<file path="config.mk">
export PLATFORM = sky130hd
export DESIGN_NAME = gear_n8_r2_p4_ecu
export DESIGN_NICKNAME = d
export VERILOG_FILES = /design/src/rtl/gear_pkg.sv /design/src/rtl/gear_n8_r2_p4_err_det.sv /design/src/rtl/gear_n8_r2_p4_ecu.sv
export SDC_FILE = /design/constraint.sdc
export NUM_CORES = 1
export LEC_CHECK = 0
export CORE_MARGIN = 2
export CORE_UTILIZATION = 50
export DETAILED_ROUTE_END_ITERATION = 16
export MAX_ROUTING_LAYER = met4
export PLACE_DENSITY = 0.79
export SYNTH_ARGS = -nofsm -noshare
export SYNTH_HDL_FRONTEND = slang
export SYNTH_HIERARCHICAL = 1
export SYNTH_SLANG_ARGS = --single-unit
</file>
<file path="constraint.sdc">
create_clock -name clk -period 2.9 [get_ports clk]
set_input_delay 0.725 -clock clk [delete_from_list [all_inputs] [get_ports clk]]
set_output_delay 0.725 -clock clk [all_outputs]
set_load 0.05 [all_outputs]
</file>
<file path="src/rtl/gear_pkg.sv">
// Shared constants and FSM state encoding for the GeAr(8,2,4) error detection/correction unit.
// The CORRECT state exists only when GEAR_ECU_CORRECT_EN is defined.
package gear_pkg;

    localparam int GEAR_N       = 8;
    localparam int GEAR_R       = 2;
    localparam int GEAR_P       = 4;
    localparam int GEAR_ERR_BIT = 6;

    typedef enum logic [1:0] {
        IDLE    = 2'd0,
        EVAL    = 2'd1,
`ifdef GEAR_ECU_CORRECT_EN
        CORRECT = 2'd2,
`endif
        DONE    = 2'd3
    } state_t;

    // Carry out of a 4-bit block with no carry-in, from per-bit generate/propagate.
    function automatic logic carry4(input logic [3:0] g, input logic [3:0] p);
        return g[3] | (p[3] & g[2]) | (p[3] & p[2] & g[1]) | (p[3] & p[2] & p[1] & g[0]);
    endfunction

endpackage

</file>
<file path="src/rtl/gear_n8_r2_p4_err_det.sv">
// Combinational GeAr(8,2,4) approximate adder plus detection of the dropped carry reaching bit 6.
module gear_n8_r2_p4_err_det
    import gear_pkg::*;
(
    input  logic [GEAR_N-1:0] in1,
    input  logic [GEAR_N-1:0] in2,
    output logic [GEAR_N:0]   approx_sum,
    output logic              err
);

    logic [5:0] g_s;
    logic [5:0] p_s;
    logic [5:0] s1_s;
    logic       c6_s;
    logic       c2_s;
    logic [2:0] s2_hi_s;

    // Lower sub-adder gives bits [5:0]; upper sub-adder starts at bit 2 with no carry-in,
    // so its bits [6:4] only see the carry generated inside bits [5:2].
    always_comb begin
        g_s        = in1[5:0] & in2[5:0];
        p_s        = in1[5:0] ^ in2[5:0];
        s1_s       = in1[5:0] + in2[5:0];
        c6_s       = carry4(g_s[5:2], p_s[5:2]);
        s2_hi_s    = {1'b0, in1[7:6]} + {1'b0, in2[7:6]} + {2'b00, c6_s};
        c2_s       = g_s[1] | (p_s[1] & g_s[0]);
        approx_sum = {s2_hi_s, s1_s};
        err        = c2_s & (&p_s[5:2]);
    end

endmodule

</file>
<file path="src/rtl/gear_n8_r2_p4_ecu.sv">
// GeAr(8,2,4) error detection/correction unit: handshake FSM, result registers, saturating error counter.
// Define GEAR_ECU_CORRECT_EN to add the CORRECT state and emit the exact sum.
module gear_n8_r2_p4_ecu
    import gear_pkg::*;
#(
    parameter int CNT_W = 16
) (
    input  logic             clk,
    input  logic             rst_n,
    input  logic             in_valid,
    output logic             in_ready,
    input  logic [7:0]       in1,
    input  logic [7:0]       in2,
    output logic             out_valid,
    input  logic             out_ready,
    output logic [8:0]       res,
    output logic             err_flag,
    output logic [CNT_W-1:0] err_cnt,
    input  logic             cnt_clr
);

    state_t             state_r;
    state_t             next_state_s;
    logic [7:0]         a_r;
    logic [7:0]         b_r;
    logic [8:0]         res_r;
    logic               err_r;
    logic [CNT_W-1:0]   err_cnt_r;
    logic [8:0]         approx_s;
    logic               err_s;
    logic               in_ready_s;
    logic               out_valid_s;

    gear_n8_r2_p4_err_det u_err_det (
        .in1        (a_r),
        .in2        (b_r),
        .approx_sum (approx_s),
        .err        (err_s)
    );

    // State register.
    always_ff @(posedge clk or negedge rst_n) begin
        if (!rst_n) begin
            state_r <= IDLE;
        end else begin
            state_r <= next_state_s;
        end
    end

    // Next-state decode.
    always_comb begin
        next_state_s = state_r;
        case (state_r)
            IDLE: begin
                if (in_valid) begin
                    next_state_s = EVAL;
                end else begin
                    next_state_s = IDLE;
                end
            end
            EVAL: begin
`ifdef GEAR_ECU_CORRECT_EN
                if (err_s) begin
                    next_state_s = CORRECT;
                end else begin
                    next_state_s = DONE;
                end
`else
                next_state_s = DONE;
`endif
            end
`ifdef GEAR_ECU_CORRECT_EN
            CORRECT: next_state_s = DONE;
`endif
            DONE: begin
                if (out_ready) begin
                    next_state_s = IDLE;
                end else begin
                    next_state_s = DONE;
                end
            end
            default: next_state_s = IDLE;
        endcase
    end

    // Handshake outputs decoded from state.
    always_comb begin
        in_ready_s  = 1'b0;
        out_valid_s = 1'b0;
        case (state_r)
            IDLE:    in_ready_s  = 1'b1;
            DONE:    out_valid_s = 1'b1;
            default: begin
                in_ready_s  = 1'b0;
                out_valid_s = 1'b0;
            end
        endcase
    end

    // Operand capture, result/flag registers and the +64 fix-up.
    always_ff @(posedge clk or negedge rst_n) begin
        if (!rst_n) begin
            a_r   <= 8'd0;
            b_r   <= 8'd0;
            res_r <= 9'd0;
            err_r <= 1'b0;
        end else begin
            case (state_r)
                IDLE: begin
                    if (in_valid) begin
                        a_r <= in1;
                        b_r <= in2;
                    end
                end
                EVAL: begin
                    res_r <= approx_s;
                    err_r <= err_s;
                end
`ifdef GEAR_ECU_CORRECT_EN
                CORRECT: res_r[8:6] <= res_r[8:6] + 3'd1;
`endif
                default: ;
            endcase
        end
    end

    // Saturating error counter; clear takes priority over an increment.
    always_ff @(posedge clk or negedge rst_n) begin
        if (!rst_n) begin
            err_cnt_r <= {CNT_W{1'b0}};
        end else if (cnt_clr) begin
            err_cnt_r <= {CNT_W{1'b0}};
        end else if ((state_r == EVAL) && err_s && (err_cnt_r != {CNT_W{1'b1}})) begin
            err_cnt_r <= err_cnt_r + {{(CNT_W-1){1'b0}}, 1'b1};
        end
    end

    assign in_ready  = in_ready_s;
    assign out_valid = out_valid_s;
    assign res       = res_r;
    assign err_flag  = err_r;
    assign err_cnt   = err_cnt_r;

endmodule

</file>
==> qor.csv <==
metric,value,unit
status,completed,
CTS root buf,clkbuf_8,
Final period util,92.22,%
Power Dens Cells,997.5,nW/um^2
post-CTS sizing,0,
Routed WL,4583,um
die area,5028,um^2
# DRC,0,
Slew headroom,35.57,%
DP Wirelength,3329,um
clock slew at reported path FFs,0.08,ns
type of origin of the critical path,flop,
routed vias/inst,5.755,
Pint,1.751,mW
DP Area,2779,um^2
Num CTS Buffers,5,
Reg power frac,32.8,%
setup bufs post-CTS,0,
Sw Share,39.26,%
Final Cell Area,2890,um^2
yosys warns,6,
max-cap violations,0,
sequential element share of the synthesized area,49.19,%
nets@finish,280,
largest area contributor in the synthesized netlist,dfrtp_1,
clock network power share,16.2,%
Post-Syn Area per Cell,11.31,um^2
WS Path Type,flop to flop,
Antenna Violating Nets Remaining,0,
longest individual stage delay on the worst path,0.61,ns
Final Slew Violations,0,
Max IR drop VDD,0.6424,mV
RSZ-0062 raised after global routing,no,
Synth Flop Type,dfrtp_1,
GP Congestion,0.8189,
count of flip-flops with a built-in enable after synthesis,0,
DR iter-0 viols,93,
"critical path, cell by cell","ha_1, fa_1, nand3_1, nor2_1, nand3b_1, or4_1, or4_1, a21oi_1",
post-cts hold buffer count,0,
sw power,1.132,mW
clk sink count,44,
Starting Density,51.77,%
port bufs,48,
# fillers,367,
proportion of layout cells with a drive suffix above 1,17.20,%
Routed WL per cell,15.18,um
fin crit period,2.674,ns
slowest CP cell,or4_1,
Critical Path AT,2.89,ns
Max Clk Rate,373.9,MHz
die height,70.91,um
H-tree depth,2,
Worst path most repeated cell,or4_1,
synthesized flop and latch total,44,
via count,1738,
vias in the first global route,1604,
Post-Syn Area,2238,um^2
die width,70.91,um
Setup TNS Final,0,ns
Least-Margin Pin Slew,0.9664,ns
final hold violations,0,
Overflow after GRT,0,
"Req. time, crit path",3.12,ns
syn nets,229,
1st-pass router iterations,4,
Final setup viols,0,
ant diodes,0,
pin count of the biggest net entering global routing,45,
Comb power frac,51.0,%
CP Capture Type,flop,
cells after synthesis,198,
first-pass GRT wire length,7762,um
initial antenna violation count,0,
CTS max path bufs,2,
Layout area overhead,29.12,%
Hold Crit Class,flop to flop,
distinct cell type count after synthesis,40,
clk_lat worst skew,0.30,ns
core area,4324,um^2
GRT Util Overall,20.37,%
Area contributors post-synth,"dfrtp_1 (49%), mux2_2 (13%), ha_1 (3.9%)",
top cell type's share of synthesized area,49.19,%
Leak,1.154,nW
Post-synth ARST share,100.0,%
Rows,24,
skew final,0.006072,ns
worst-path fanout max,12,
CTS tree,done,
io pins,49,
==> routing by layer <==
metal  part of all wire [%]  global-route usage, %  vias up
met4                    1.5                  6.918        0
li1                       -                      -      837
met2                     45                  29.91       41
met3                    3.6                  3.846        7
met5                      0                      -        -
met1                     50                  28.62      853
==> critical path, delay by kind of cell, from the launching register on <==
| family | cells | cell delay, ns |
|---|---|---|
| simple gates | 5 | 1.63 |
| fa+ha+maj | 2 | 0.45 |
| flops | 1 | 0.37 |
| compound gates | 1 | 0.15 |
==> stage by stage <==
stage               utilization [%]  setup slack [ns]  cells  total power, mW  hold WS, ns
detailed placement            64.27            0.2573    294            2.437       0.4710
global route                  66.84           0.08805    302            3.085       0.5334
finish                        66.84            0.2258    302            2.883       0.4925
CTS                           66.84            0.2294    302            2.906       0.4954
global placement              64.27            0.3486    294            2.380       0.4716
floorplan                         -            0.4991    198            2.024       0.4294
==> registers in the layout, indices dropped and copies added, names as in the netlist <==
| name | count |
|---|---|
| err_flag | 1 |
| res | 9 |
| state_r | 2 |
| b_r | 8 |
| a_r | 8 |
| err_cnt | 16 |
==> cell type report <==
type / count / area [um^2] / share of cell area [%]
Tap cell: 52 / 65.06 / 2.251
Clock buffer: 5 / 68.82 / 2.381
Inverter: 11 / 41.29 / 1.429
Timing Repair Buffer: 51 / 498.0 / 17.23
Sequential cell: 44 / 1101 / 38.10
Multi-Input combinational cell: 136 / 1074 / 37.14
Clock inverter: 3 / 42.54 / 1.472
==> cell families (layout without fill, tap and decap cells) <==
| kind of cell | Yosys count | in the layout | synth area share (%) |
|---|---|---|---|
| buf+inv | 18 | 70 | 3.130 |
| fa+ha+maj | 10 | 10 | 6.596 |
| compound gates | 43 | 43 | 12.24 |
| flops | 44 | 44 | 49.19 |
| xor+xnor | 3 | 3 | 1.174 |
| simple gates | 55 | 55 | 15.09 |
| mux | 25 | 25 | 12.58 |
==> layout by cell type (no fill, tap or decap), types with 3 or more instances in the layout <==
cell             count
buf_4                3
nand2_1              9
nor2_1               3
mux2_2              25
ha_1                 7
nand4_1              4
clkbuf_8             5
clkdlybuf4s50_1     47
nand3_1              3
nor3b_1              4
fa_1                 3
a21oi_1             15
and2_1               3
o21ai_0              6
o31ai_1              8
or3_1                6
dfrtp_1             44
or4_1               10
inv_1               11
==> synth_stat cells (all sizes together), types with 3 or more instances <==
master and count:
and2 3, mux2 25, or4 10, dfrtp 44, or3 6, o21ai 7, nand3 3, a21oi 15
clkbuf 5, nand2 9, nand4 5, o31ai 8, nor4 3, inv 11, ha 7, nor3b 4
fa 3, nor2 3
==> power groups by stage <==
| stage | combinational (mW) | sequential [mW] | clock [mW] |
|---|---|---|---|
| 3_3_place_gp | 1.43 | 0.946 | 0 |
| 2_1_floorplan | 0.849 | 1.18 | 0 |
| 5_1_grt | 1.60 | 0.984 | 0.501 |
| 6_report | 1.47 | 0.946 | 0.466 |
| 4_1_cts | 1.48 | 0.949 | 0.477 |
| 3_5_place_dp | 1.48 | 0.960 | 0 |
==> worst paths after layout <==
kind | from | end | slack (ns) | cells past startpoint
setup / recovery | a_r[0]$_DFFE_PN0P_ | err_cnt[12]$_DFFE_PN0P_ | 0.23 | 8
hold / removal | err_flag$_DFFE_PN0N_ | err_flag$_DFFE_PN0N_ | 0.49 | 2
setup reg to reg | a_r[0]$_DFFE_PN0P_ | err_cnt[12]$_DFFE_PN0P_ | 0.23 | 8
hold reg to reg | err_flag$_DFFE_PN0N_ | err_flag$_DFFE_PN0N_ | 0.49 | 2
max in group asynchronous | rst_n | b_r[4]$_DFFE_PN0P_ | 1.72 | 1
min in group asynchronous | rst_n | err_cnt[2]$_DFFE_PN0P_ | 0.56 | 1
(Power assumes the default switching activity.)
